### src/rtl/rv32_dbg_pkg.sv
// Shared debug/run-control definitions for the RV32I core monitors.
package rv32_dbg_pkg;

    typedef enum logic [1:0] {
        ST_IDLE    = 2'd0,
        ST_RUN     = 2'd1,
        ST_HALTED  = 2'd2,
        ST_TIMEOUT = 2'd3
    } run_state_e;

    localparam logic [4:0] REG_SP = 5'd2;
    localparam logic [4:0] REG_S0 = 5'd8;
    localparam logic [4:0] REG_S1 = 5'd9;
    localparam logic [4:0] REG_A5 = 5'd15;
    localparam logic [4:0] REG_A4 = 5'd14;
    localparam logic [4:0] REG_A0 = 5'd10;
    localparam logic [4:0] REG_S2 = 5'd18;

endpackage

### src/rtl/pc_loop_detector.sv
// Detects LOOP_LIMIT consecutive retires of one PC (a self-loop halt idiom).
module pc_loop_detector #(
    parameter int unsigned XLEN       = 32,
    parameter int unsigned LOOP_LIMIT = 4
) (
    input  logic            clk,
    input  logic            rst,
    input  logic            clear,
    input  logic            retire,
    input  logic [XLEN-1:0] pc,
    output logic            loop_hit
);

    localparam int unsigned SC_W = $clog2(LOOP_LIMIT + 2);

    logic [XLEN-1:0] last_pc_q, last_pc_d;
    logic [SC_W-1:0] same_q, same_d, same_inc;

    always_comb begin
        // Saturating so a long self-loop never wraps back through the limit.
        if (pc == last_pc_q)
            same_inc = (same_q == '1) ? same_q : same_q + 1'b1;
        else
            same_inc = SC_W'(1);

        same_d    = same_q;
        last_pc_d = last_pc_q;
        if (clear) begin
            same_d    = '0;
            last_pc_d = '0;
        end else if (retire) begin
            same_d    = same_inc;
            last_pc_d = pc;
        end

        loop_hit = (LOOP_LIMIT != 0) && retire && (same_inc == SC_W'(LOOP_LIMIT));
    end

    always_ff @(posedge clk or negedge rst) begin
        if (!rst) begin
            same_q    <= '0;
            last_pc_q <= '0;
        end else begin
            same_q    <= same_d;
            last_pc_q <= last_pc_d;
        end
    end

endmodule

### src/rtl/cpu_run_monitor.sv
// Run-control and result monitor: halt/timeout detection, counters and
// architectural register shadows observed from the retire and RF write ports.
module cpu_run_monitor
    import rv32_dbg_pkg::*;
#(
    parameter int unsigned           XLEN       = 32,
    parameter int unsigned           N_WATCH    = 8,
    parameter logic [5*N_WATCH-1:0]  WATCH_IDX  = {REG_SP, REG_S0, REG_S1, REG_S2,
                                                   REG_A5, REG_A4, REG_A0, 5'd1},
    parameter logic [4:0]            CHECK_REG  = REG_A0,
    parameter logic [XLEN-1:0]       HALT_PC    = 32'hFFFF_FFFC,
    parameter int unsigned           LOOP_LIMIT = 4,
    parameter int unsigned           MAX_CYCLES = 1000,
    parameter int unsigned           CNT_W      = 32
) (
    input  logic                                          clk,
    input  logic                                          rst,
    input  logic                                          start,
    input  logic [XLEN-1:0]                               expected,
    input  logic                                          retire,
    input  logic [XLEN-1:0]                               pc,
    input  logic                                          rf_we,
    input  logic [4:0]                                    rf_waddr,
    input  logic [XLEN-1:0]                               rf_wdata,
    input  logic [((N_WATCH > 1) ? $clog2(N_WATCH) : 1)-1:0] rd_sel,
    output logic [XLEN-1:0]                               rd_data,
    output logic                                          busy,
    output logic                                          done,
    output logic                                          pass,
    output logic                                          timeout,
    output logic [CNT_W-1:0]                              cycle_cnt,
    output logic [CNT_W-1:0]                              instr_cnt,
    output logic [XLEN-1:0]                               result
);

    localparam int unsigned SEL_W = (N_WATCH > 1) ? $clog2(N_WATCH) : 1;

    run_state_e       state_q, state_d;
    logic [CNT_W-1:0] cycle_q, cycle_d, instr_q, instr_d;
    logic [XLEN-1:0]  result_q, result_d, result_new;
    logic             pass_q, pass_d;
    logic [XLEN-1:0]  shadow_q [N_WATCH];
    logic [XLEN-1:0]  shadow_d [N_WATCH];
    logic             wr_ok, halt, loop_hit, loop_clear, run_retire;

    assign run_retire = retire && (state_q == ST_RUN);

    pc_loop_detector #(
        .XLEN      (XLEN),
        .LOOP_LIMIT(LOOP_LIMIT)
    ) u_loop (
        .clk     (clk),
        .rst     (rst),
        .clear   (loop_clear),
        .retire  (run_retire),
        .pc      (pc),
        .loop_hit(loop_hit)
    );

    always_comb begin
        state_d    = state_q;
        cycle_d    = cycle_q;
        instr_d    = instr_q;
        result_d   = result_q;
        pass_d     = pass_q;
        shadow_d   = shadow_q;
        loop_clear = 1'b0;

        wr_ok      = rf_we && (rf_waddr != '0);
        // pass must see a CHECK_REG write landing in the halting cycle itself.
        result_new = (wr_ok && rf_waddr == CHECK_REG) ? rf_wdata : result_q;
        halt       = run_retire && ((pc == HALT_PC) || loop_hit);

        case (state_q)
            ST_RUN: begin
                if (cycle_q != '1) cycle_d = cycle_q + 1'b1;
                if (retire && instr_q != '1) instr_d = instr_q + 1'b1;
                for (int unsigned i = 0; i < N_WATCH; i++)
                    if (wr_ok && rf_waddr == WATCH_IDX[5*i +: 5]) shadow_d[i] = rf_wdata;
                result_d = result_new;
                if (halt) begin
                    state_d = ST_HALTED;
                    pass_d  = (result_new == expected);
                end else if (cycle_q == CNT_W'(MAX_CYCLES - 1)) begin
                    state_d = ST_TIMEOUT;
                    pass_d  = 1'b0;
                end
            end
            default: begin
                if (start) begin
                    state_d    = ST_RUN;
                    cycle_d    = '0;
                    instr_d    = '0;
                    result_d   = '0;
                    pass_d     = 1'b0;
                    shadow_d   = '{default: '0};
                    loop_clear = 1'b1;
                end
            end
        endcase
    end

    always_ff @(posedge clk or negedge rst) begin
        if (!rst) begin
            state_q  <= ST_IDLE;
            cycle_q  <= '0;
            instr_q  <= '0;
            result_q <= '0;
            pass_q   <= 1'b0;
            for (int unsigned i = 0; i < N_WATCH; i++) shadow_q[i] <= '0;
        end else begin
            state_q  <= state_d;
            cycle_q  <= cycle_d;
            instr_q  <= instr_d;
            result_q <= result_d;
            pass_q   <= pass_d;
            shadow_q <= shadow_d;
        end
    end

    always_comb begin
        rd_data = '0;
        for (int unsigned i = 0; i < N_WATCH; i++)
            if (rd_sel == SEL_W'(i)) rd_data = shadow_q[i];
    end

    assign busy      = (state_q == ST_RUN);
    assign done      = (state_q == ST_HALTED) || (state_q == ST_TIMEOUT);
    assign timeout   = (state_q == ST_TIMEOUT);
    assign pass      = pass_q;
    assign cycle_cnt = cycle_q;
    assign instr_cnt = instr_q;
    assign result    = result_q;

endmodule
### config.mk
export PLATFORM = sky130hd
export DESIGN_NAME = cpu_run_monitor
export DESIGN_NICKNAME = d
export VERILOG_FILES = /design/src/rtl/rv32_dbg_pkg.sv /design/src/rtl/pc_loop_detector.sv /design/src/rtl/cpu_run_monitor.sv
export SDC_FILE = /design/constraint.sdc
export NUM_CORES = 1
export LEC_CHECK = 0
export CORE_ASPECT_RATIO = 1.2
export CORE_UTILIZATION = 25
export CTS_CLUSTER_DIAMETER = 80
export DETAILED_ROUTE_END_ITERATION = 8
export DONT_BUFFER_PORTS = 1
export GPL_ROUTABILITY_DRIVEN = 0
export PLACE_DENSITY = 0.45
export REMOVE_ABC_BUFFERS = 1
export SYNTH_ARGS = -nofsm -noshare
export SYNTH_HDL_FRONTEND = slang
export SYNTH_SLANG_ARGS = --single-unit
export TNS_END_PERCENT = 10
### constraint.sdc
create_clock -name clk -period 6.8 [get_ports clk]
set_clock_uncertainty 0.05 [all_clocks]
set_input_delay 1.36 -clock clk [delete_from_list [all_inputs] [get_ports clk]]
set_output_delay 1.36 -clock clk [all_outputs]
set_load 0.01 [all_outputs]
==> summary.md, run 1 <==
| Metric | Value |
|---|---|
| Synthesized area | between 15000 and 20000 µm² |
| Fmax | roughly 0.23 GHz |
| Clk slew on worst S/H paths | roughly 0.06 ns |
| Die width | about 260 µm |
| CTS HTree Levels | 2 |
| Worst-margin pin slew | between 1 and 1.5 ns |
| CTS root buf | clkbuf_16 |
| Hold Fails Final Rpt | 0 |
| Worst setup path end | rd_data[1] |
| Rows | about 110 |
| RR Startpoint | state_q[1] |
| Post-synth EDFFs | 0 |
| Power share of the sequential group | 42.5% |
| Sum Neg Setup Slack | 0 ns |
| R2r endpoint | shadow_q[18] |
| PwrDens | just under 300 nW/µm² |
| WHS | about 0.4 ns |
| Vias in the first global route | roughly 16000 |
| Count of final setup violators | 0 |
| DR iter-0 viols | between 1000 and 1500 |
| Worst-path cell chain | nor2b_1 > a21oi_1 > o221ai_1 > a22o_1 |
| Area growth syn-to-layout | 13.02% |
| Routed vias | 15330 |
| Combinational Power Share | roughly 15% |
| Worst min path class | input port to async pin |
| RSZ-0062 raised after global routing | no |
| Largest net degree at the start of global routing | between 300 and 400 |
| CP Launch Type | input port |
| Worst VDD drop | ~0.18 mV |
| Crit end category | output pin |
| Worst EP required | around 5.4 ns |
| Sequential share of the synthesized area | between 50% and 60% |
| Antenna violations before repair | 0 |
| Max-cap viol count | 0 |
| Slowest cell on crit path | nor2b_1 |
| Prevailing post-synth register cell | dfrtp_1 |
| Post-DP HPWL | roughly 40000 µm |
| Ant. Diodes | 0 |
| Seq cells post-synth | slightly below 400 |
| WS Path Type | input port to output pin |
| Synthesis warning total | 0 |
| Die Y | 305.8 µm |
| DRC violations left | 0 |
| Top cell family by delay on the critical path | simple AND/OR/NAND/NOR gates |
| FF-to-FF path depth | 8 |
| Hold buffer count at CTS | 0 |
| Crit-path max FO | 88 |
| Pins Over Slew Limit | 0 |
| Total GRT Usage | between 15 and 20% |
| Int Pwr | between 4000 and 5000 µW |
| # nets final | slightly above 2000 |
| Initial Utilization | between 20% and 30% |
| Relative slew slack | about an eighth |
| Routed wire length | about 67000 µm |
| Flop2flop setup slack | about 3.5 ns |
| Crit share post-route | 63.38% |
| Clock tree from TritonCTS | done |
| Worst stage delay on the critical path | between 0.7 and 0.8 ns |
| Yosys cell types | ~60 |
| Crit. path cell count | 4 |
| Switching pwr | roughly 1900 µW |
| Core area | 76250 µm² |
| Final std cells w/o fill | between 2000 and 3000 |
| Syn Area/Cell | ~9.4 µm² |
| Clk pwr share | a little over two fifths |
| First-pass GRT wire length | 101400 µm |
| Average via count per standard cell | 5.114 |
| PostCTS Resize Cnt | 0 |
| CTS buffer count | 47 |
| Outcome | completed |
| DP Cell Count | between 2000 and 3000 |
| Switching power share of the total | 30.22% |
| Num Clock Sinks | 390 |
| Critical Path AT | 2.90 ns |
| Buf+Inv Stages, Crit Path | 0 |
| Post-CTS setup buffers | 0 |
| Async S/R FF share, synth | 100.0% |
| Clk Latency, worst-skew pair | 0.60 ns |
| Post-route ant nets | 0 |
| IO Port Bufs | 0 |
| 1st-pass router iterations | 5 |
| Clock Path Buffers | 3 |
| Lkg Pwr | a little under 0.01 µW |
| # IOs | 241 |
| Ratio of cells with drive above 1 in the final layout | 8.228% |
| Die area | slightly below 80000 µm² |
| Worst setup startpoint | rd_sel[0] |
| Cells after Synth | 2041 |
| Remaining global-route overflow | 0 |
| Wire per inst | between 20 and 25 µm |
| Final min period | between 4 and 5 ns |
[power groups by stage]
stage	clock network, µW	logic (µW)	registers [µW]
3_3_place_gp	0	972	2750
5_1_grt	2890	1080	2750
3_5_place_dp	0	993	2760
4_1_cts	2800	994	2720
2_1_floorplan	0	661	2710
6_report	2710	969	2720
[through the flow]
stage / utilization [%] / setup WS (ns) / area (µm²) / power [µW]
2_1_floorplan: - / 0.07459 / 18540 / 3368
6_report: 28.50 / 2.490 / 21730 / 6404
5_1_grt: 28.50 / 2.492 / 21730 / 6717
3_5_place_dp: 26.32 / 2.080 / 20070 / 3752
4_1_cts: 28.50 / 2.609 / 21730 / 6515
3_3_place_gp: 26.32 / 2.175 / 20070 / 3727
[cells in the final DEF, fill, tap and decap left out, types with 4 or more instances in the layout]
| master | synthesis | layout |
|---|---|---|
| a21oi_1 | 41 | 41 |
| a221o_1 | 6 | 6 |
| a22o_1 | 135 | 135 |
| and2_1 | 13 | 13 |
| and3_1 | 12 | 12 |
| and4_1 | 4 | 4 |
| buf_4 | 0 | 22 |
| bufinv_16 | 0 | 5 |
| clkbuf_16 | 0 | 47 |
| clkbuf_8 | 0 | 11 |
| clkinv_2 | 0 | 11 |
| clkinvlp_4 | 0 | 4 |
| dfrtp_1 | 390 | 390 |
| inv_1 | 36 | 35 |
| mux2_2 | 10 | 10 |
| mux2i_1 | 48 | 48 |
| mux4_2 | 20 | 20 |
| nand2_1 | 381 | 378 |
| nand2b_1 | 12 | 12 |
| nand3_1 | 212 | 210 |
| nand4_1 | 32 | 32 |
| nor2_1 | 113 | 108 |
| nor2_4 | 0 | 4 |
| nor2b_1 | 7 | 5 |
| nor3_1 | 15 | 15 |
| nor4_1 | 24 | 23 |
| o21ai_0 | 168 | 168 |
| o221ai_1 | 17 | 17 |
| o31ai_1 | 15 | 15 |
| or3_1 | 7 | 7 |
| xnor2_1 | 72 | 72 |
| xor2_1 | 28 | 28 |
[routing by layer]
metal	vias to the layer above	wire length, µm	track usage, %
met5	-	0	0
met4	0	1562	4.540
met3	98	5924	5.049
met2	553	31710	28.24
met1	7688	27720	21.63
li1	6993	-	-
[worst min path at each step]
stage	end	slack, ns	start
2_1_floorplan	shadow_q[101]	0.41	shadow_q[101]
3_3_place_gp	shadow_q[126]	0.42	shadow_q[126]
3_5_place_dp	shadow_q[193]	0.43	shadow_q[193]
4_1_cts	shadow_q[251]	0.38	rst
5_1_grt	shadow_q[251]	0.38	rst
6_report	shadow_q[251]	0.41	rst
[layout make-up]
type                    instances  area [µm²]
fillers                      8009       54520
flip-flops and latches        390        9759
multi-input cells            1444        8713
clock buffers                  61        1339
well taps                    1017        1272
clock inverters                27       325.3
repair buffers                 23       185.2
inverters                      36       135.1
[flip-flops by register name (all words and copies together), names as in the netlist]
name,count
pass,1
u_loop.last_pc_q,32
instr_cnt,32
state_q,2
u_loop.same_q,3
result,32
cycle_cnt,32
shadow_q,256
[synthesized netlist by cell type (3+ instances only)]
cell      number  area (µm²)
dfrtp_1      390        9759
nand2_1      381        1430
nand3_1      212        1061
o21ai_0      168       840.8
a22o_1       135        1182
clkbuf_1     127       476.7
nor2_1       113       424.2
xnor2_1       72       630.6
mux2i_1       48       480.5
a21oi_1       41       205.2
inv_1         36       135.1
nand4_1       32       200.2
xor2_1        28       245.2
buf_1         25       93.84
nor4_1        24       150.1
mux4_2        20       450.4
o221ai_1      17       148.9
buf_2         16       80.08
nor3_1        15       75.07
o31ai_1       15       112.6
and2_1        13       81.33
and3_1        12       75.07
nand2b_1      12       75.07
mux2_2        10       112.6
nor2b_1        7       43.79
or3_1          7       43.79
a221o_1        6       60.06
and4_1         4       35.03
a31oi_1        3       18.77
buf_6          3       33.78
ha_1           3       37.54
nand3b_1       3       22.52
nor3b_1        3       22.52
or4_1          3       22.52
[cell families (layout without fill, tap and decap cells)]
family	after synthesis	in the layout	synth area share, %
compound gates	404	404	14.21
xor+xnor	100	100	4.556
fa+ha+maj	3	3	0.1953
buf+inv	207	147	4.263
flops	390	390	50.76
mux	78	78	5.428
simple gates	859	859	20.58
Note: power is estimated with default switching activity, not from simulation.
==> inputs of run 2 (changes only) <==
- PLACE_DENSITY: 0.45 -> 0.47
- clock period: 6.8 -> 3.6 ns (I/O delays scaled with it)
==> summary.md, run 2 (synthesized netlist as in run 1, its figures left out) <==
| Metric | Value |
|---|---|
| PwrDens | 552.9 nW/µm² (was 294.7 nW/µm²) |
| Total GRT Usage | 17.00% (was 17.13%) |
| # IOs | 241 (unchanged) |
| Die width | 255.2 µm (unchanged) |
| Filler Cells Inserted | 8000 (was 8009) |
| Num Clock Sinks | 390 (unchanged) |
| Initial Utilization | 25.22% (unchanged) |
| Post-CTS setup buffers | 0 (unchanged) |
| Clock tree from TritonCTS | done (unchanged) |
| # nets final | 2066 (was 2054) |
| FF-to-FF path depth | 8 (unchanged) |
| CTS HTree Levels | 2 (unchanged) |
| Top reg by flops | shadow_q (unchanged) |
| Area growth syn-to-layout | 13.53% (was 13.02%) |
| Hold Fails Final Rpt | 385 (was 0) |
| Vias in the first global route | 15630 (was 15690) |
| RR Startpoint | instr_cnt[3] (was state_q[1]) |
| Count of final setup violators | 0 (unchanged) |
| Die area | 78020 µm² (unchanged) |
| Switching pwr | 3654 µW (was 1936 µW) |
| DRC violations left | 0 (unchanged) |
| Fmax | approximately 0.31 GHz |
| Sum Neg Setup Slack | 0 ns (unchanged) |
| CTS root buf | clkbuf_16 (unchanged) |
| Most frequent cells in the layout | dfrtp_1, nand2_1, nand3_1 (unchanged) |
| Crit end category | flop (was output pin) |
| Flop2flop setup slack | 0.79 ns (was 3.46 ns) |
| 1st-pass router iterations | 7 (was 5) |
| Critical Path AT | 3.66 ns (was 2.90 ns) |
| Rows | 111 (unchanged) |
| CTS buffer count | 48 (was 47) |
| PostCTS Resize Cnt | 0 (unchanged) |
| Worst VDD drop | 0.3070 mV (was 0.1804 mV) |
| RSZ-0062 raised after global routing | no (unchanged) |
| Switching power share of the total | 30.28% (was 30.22%) |
| Largest net degree at the start of global routing | 391 (unchanged) |
| Crit share post-route | 88.97% |
| Final Cell Area | 21830 µm² (was 21730 µm²) |
| Clk slew on worst S/H paths | 0.06 ns (about the same) |
| R2r endpoint | instr_cnt[21] (was shadow_q[18]) |
| Average via count per standard cell | 5.123 (was 5.114) |
| Core area | 76250 µm² (unchanged) |
| Die Y | 305.8 µm (unchanged) |
| Post-DP HPWL | 40690 µm (was 40680 µm) |
| Ant. Diodes | 0 (unchanged) |
| WHS | -0.2313 ns (was 0.4093 ns) |
| Commonest non-fill, non-tap cell in the layout | dfrtp_1 (unchanged) |
| Worst EP required | 4.06 ns (was 5.39 ns) |
| Lkg Pwr | 0.009697 µW (was 0.009642 µW) |
| Ratio of cells with drive above 1 in the final layout | 8.425% (was 8.228%) |
| Worst-margin pin slew | 1.128 ns (was 1.307 ns) |
| Pins Over Slew Limit | 0 (unchanged) |
| Max-cap viol count | 0 (unchanged) |
| Clk pwr share | 41.4% (was 42.3%) |
| Routed wire length | 67260 µm (was 66920 µm) |
| IO Port Bufs | 0 (unchanged) |
| Final min period | 3.203 ns |
| DR iter-0 viols | 1452 (was 1178) |
| Failing checks | hold timing |
| Placed cell area | 20200 µm² (was 20070 µm²) |
| Relative slew slack | 24.09% (was 12.63%) |
| First-pass GRT wire length | 100200 µm (was 101400 µm) |
| Combinational Power Share | 15.9% (was 15.1%) |
| WS Path Type | input port to flop (was input port to output pin) |
| Crit-path max FO | 16 (was 88) |
| Int Pwr | 8414 µW (was 4469 µW) |
| Clock Path Buffers | 3 (unchanged) |
| Routed vias | 15420 (was 15330) |
| Post-route ant nets | 0 (unchanged) |
| Wire per inst | 22.34 µm (was 22.32 µm) |
| Clk Latency, worst-skew pair | 0.60 ns (about the same) |
| Number of flip-flops in the largest register | 256 (unchanged) |
| Outcome | finished with violations (was completed) |
| Power share of the sequential group | 42.7% (was 42.5%) |
| Worst min path class | input port to async pin (unchanged) |
| Remaining global-route overflow | 0 (unchanged) |
| CP Launch Type | input port (unchanged) |
| Antenna violations before repair | 0 (unchanged) |
[run 2: cell types whose count changed in the layout (fill, tap and decap cells not counted), moves of 2 or more]
cell and delta:
clkinv_4 -2, buf_12 +4, clkinv_2 -4, inv_6 +2
clkbuf_8 +5, clkbuf_1 +7, clkinvlp_4 -2, bufinv_16 -3
buf_4 +7
[run 2: worst max-delay path by stage]
stage | start | end | slack [ns] | cells after the start
5_1_grt | rf_waddr[4] | pass | 0.37 | 8
3_5_place_dp | rf_waddr[4] | pass | -0.34 | 8
3_3_place_gp | rf_waddr[4] | pass | -0.32 | 8
2_1_floorplan | rf_waddr[4] | result[0] | -2.49 | 5
4_1_cts | rf_waddr[4] | pass | 0.35 | 8
6_report | rf_waddr[4] | pass | 0.40 | 8
[run 2: metal layers]
| metal | global-route usage, % | vias to the layer above | wire length, µm |
|---|---|---|---|
| met4 | 4.595 | 0 | 1583 |
| met5 | 0 | - | 0 |
| met3 | 5.807 | 90 | 6276 |
| li1 | - | 7006 | - |
| met1 | 21.06 | 7789 | 27740 |
| met2 | 27.88 | 539 | 31660 |
[run 2: critical path: stages]
cell and delay (ns):
nor2_1 0.38, nand2_2 0.19, buf_4 0.30, mux2i_1 0.31
xnor2_1 0.18, nor4_1 0.88, nand4_1 0.38, o31ai_1 0.28
[run 2: power groups by stage]
stage,combinational [µW],clock (µW),sequential [µW]
2_1_floorplan,1250,0,5110
3_3_place_gp,1920,0,5220
3_5_place_dp,1960,0,5210
4_1_cts,1950,5140,5150
5_1_grt,2110,5300,5200
6_report,1920,4990,5150
[run 2: metrics by stage]
stage	std cells	worst slack [ns]	utilization [%]	total power, µW
2_1_floorplan	1870	-2.485	-	6362
3_3_place_gp	2921	-0.3169	26.49	7134
3_5_place_dp	2921	-0.3398	26.49	7168
4_1_cts	3011	0.3493	28.63	12240
5_1_grt	3011	0.3684	28.63	12610
6_report	3011	0.3971	28.63	12070
[run 2: layout make-up]
class	count	area (µm²)	area share, %
flip-flops and latches	390	9759	44.71
multi-input cells	1444	8711	39.91
clock buffers	74	1459	6.684
well taps	1017	1272	5.830
repair buffers	34	317.8	1.456
clock inverters	16	172.7	0.7911
inverters	36	135.1	0.6191
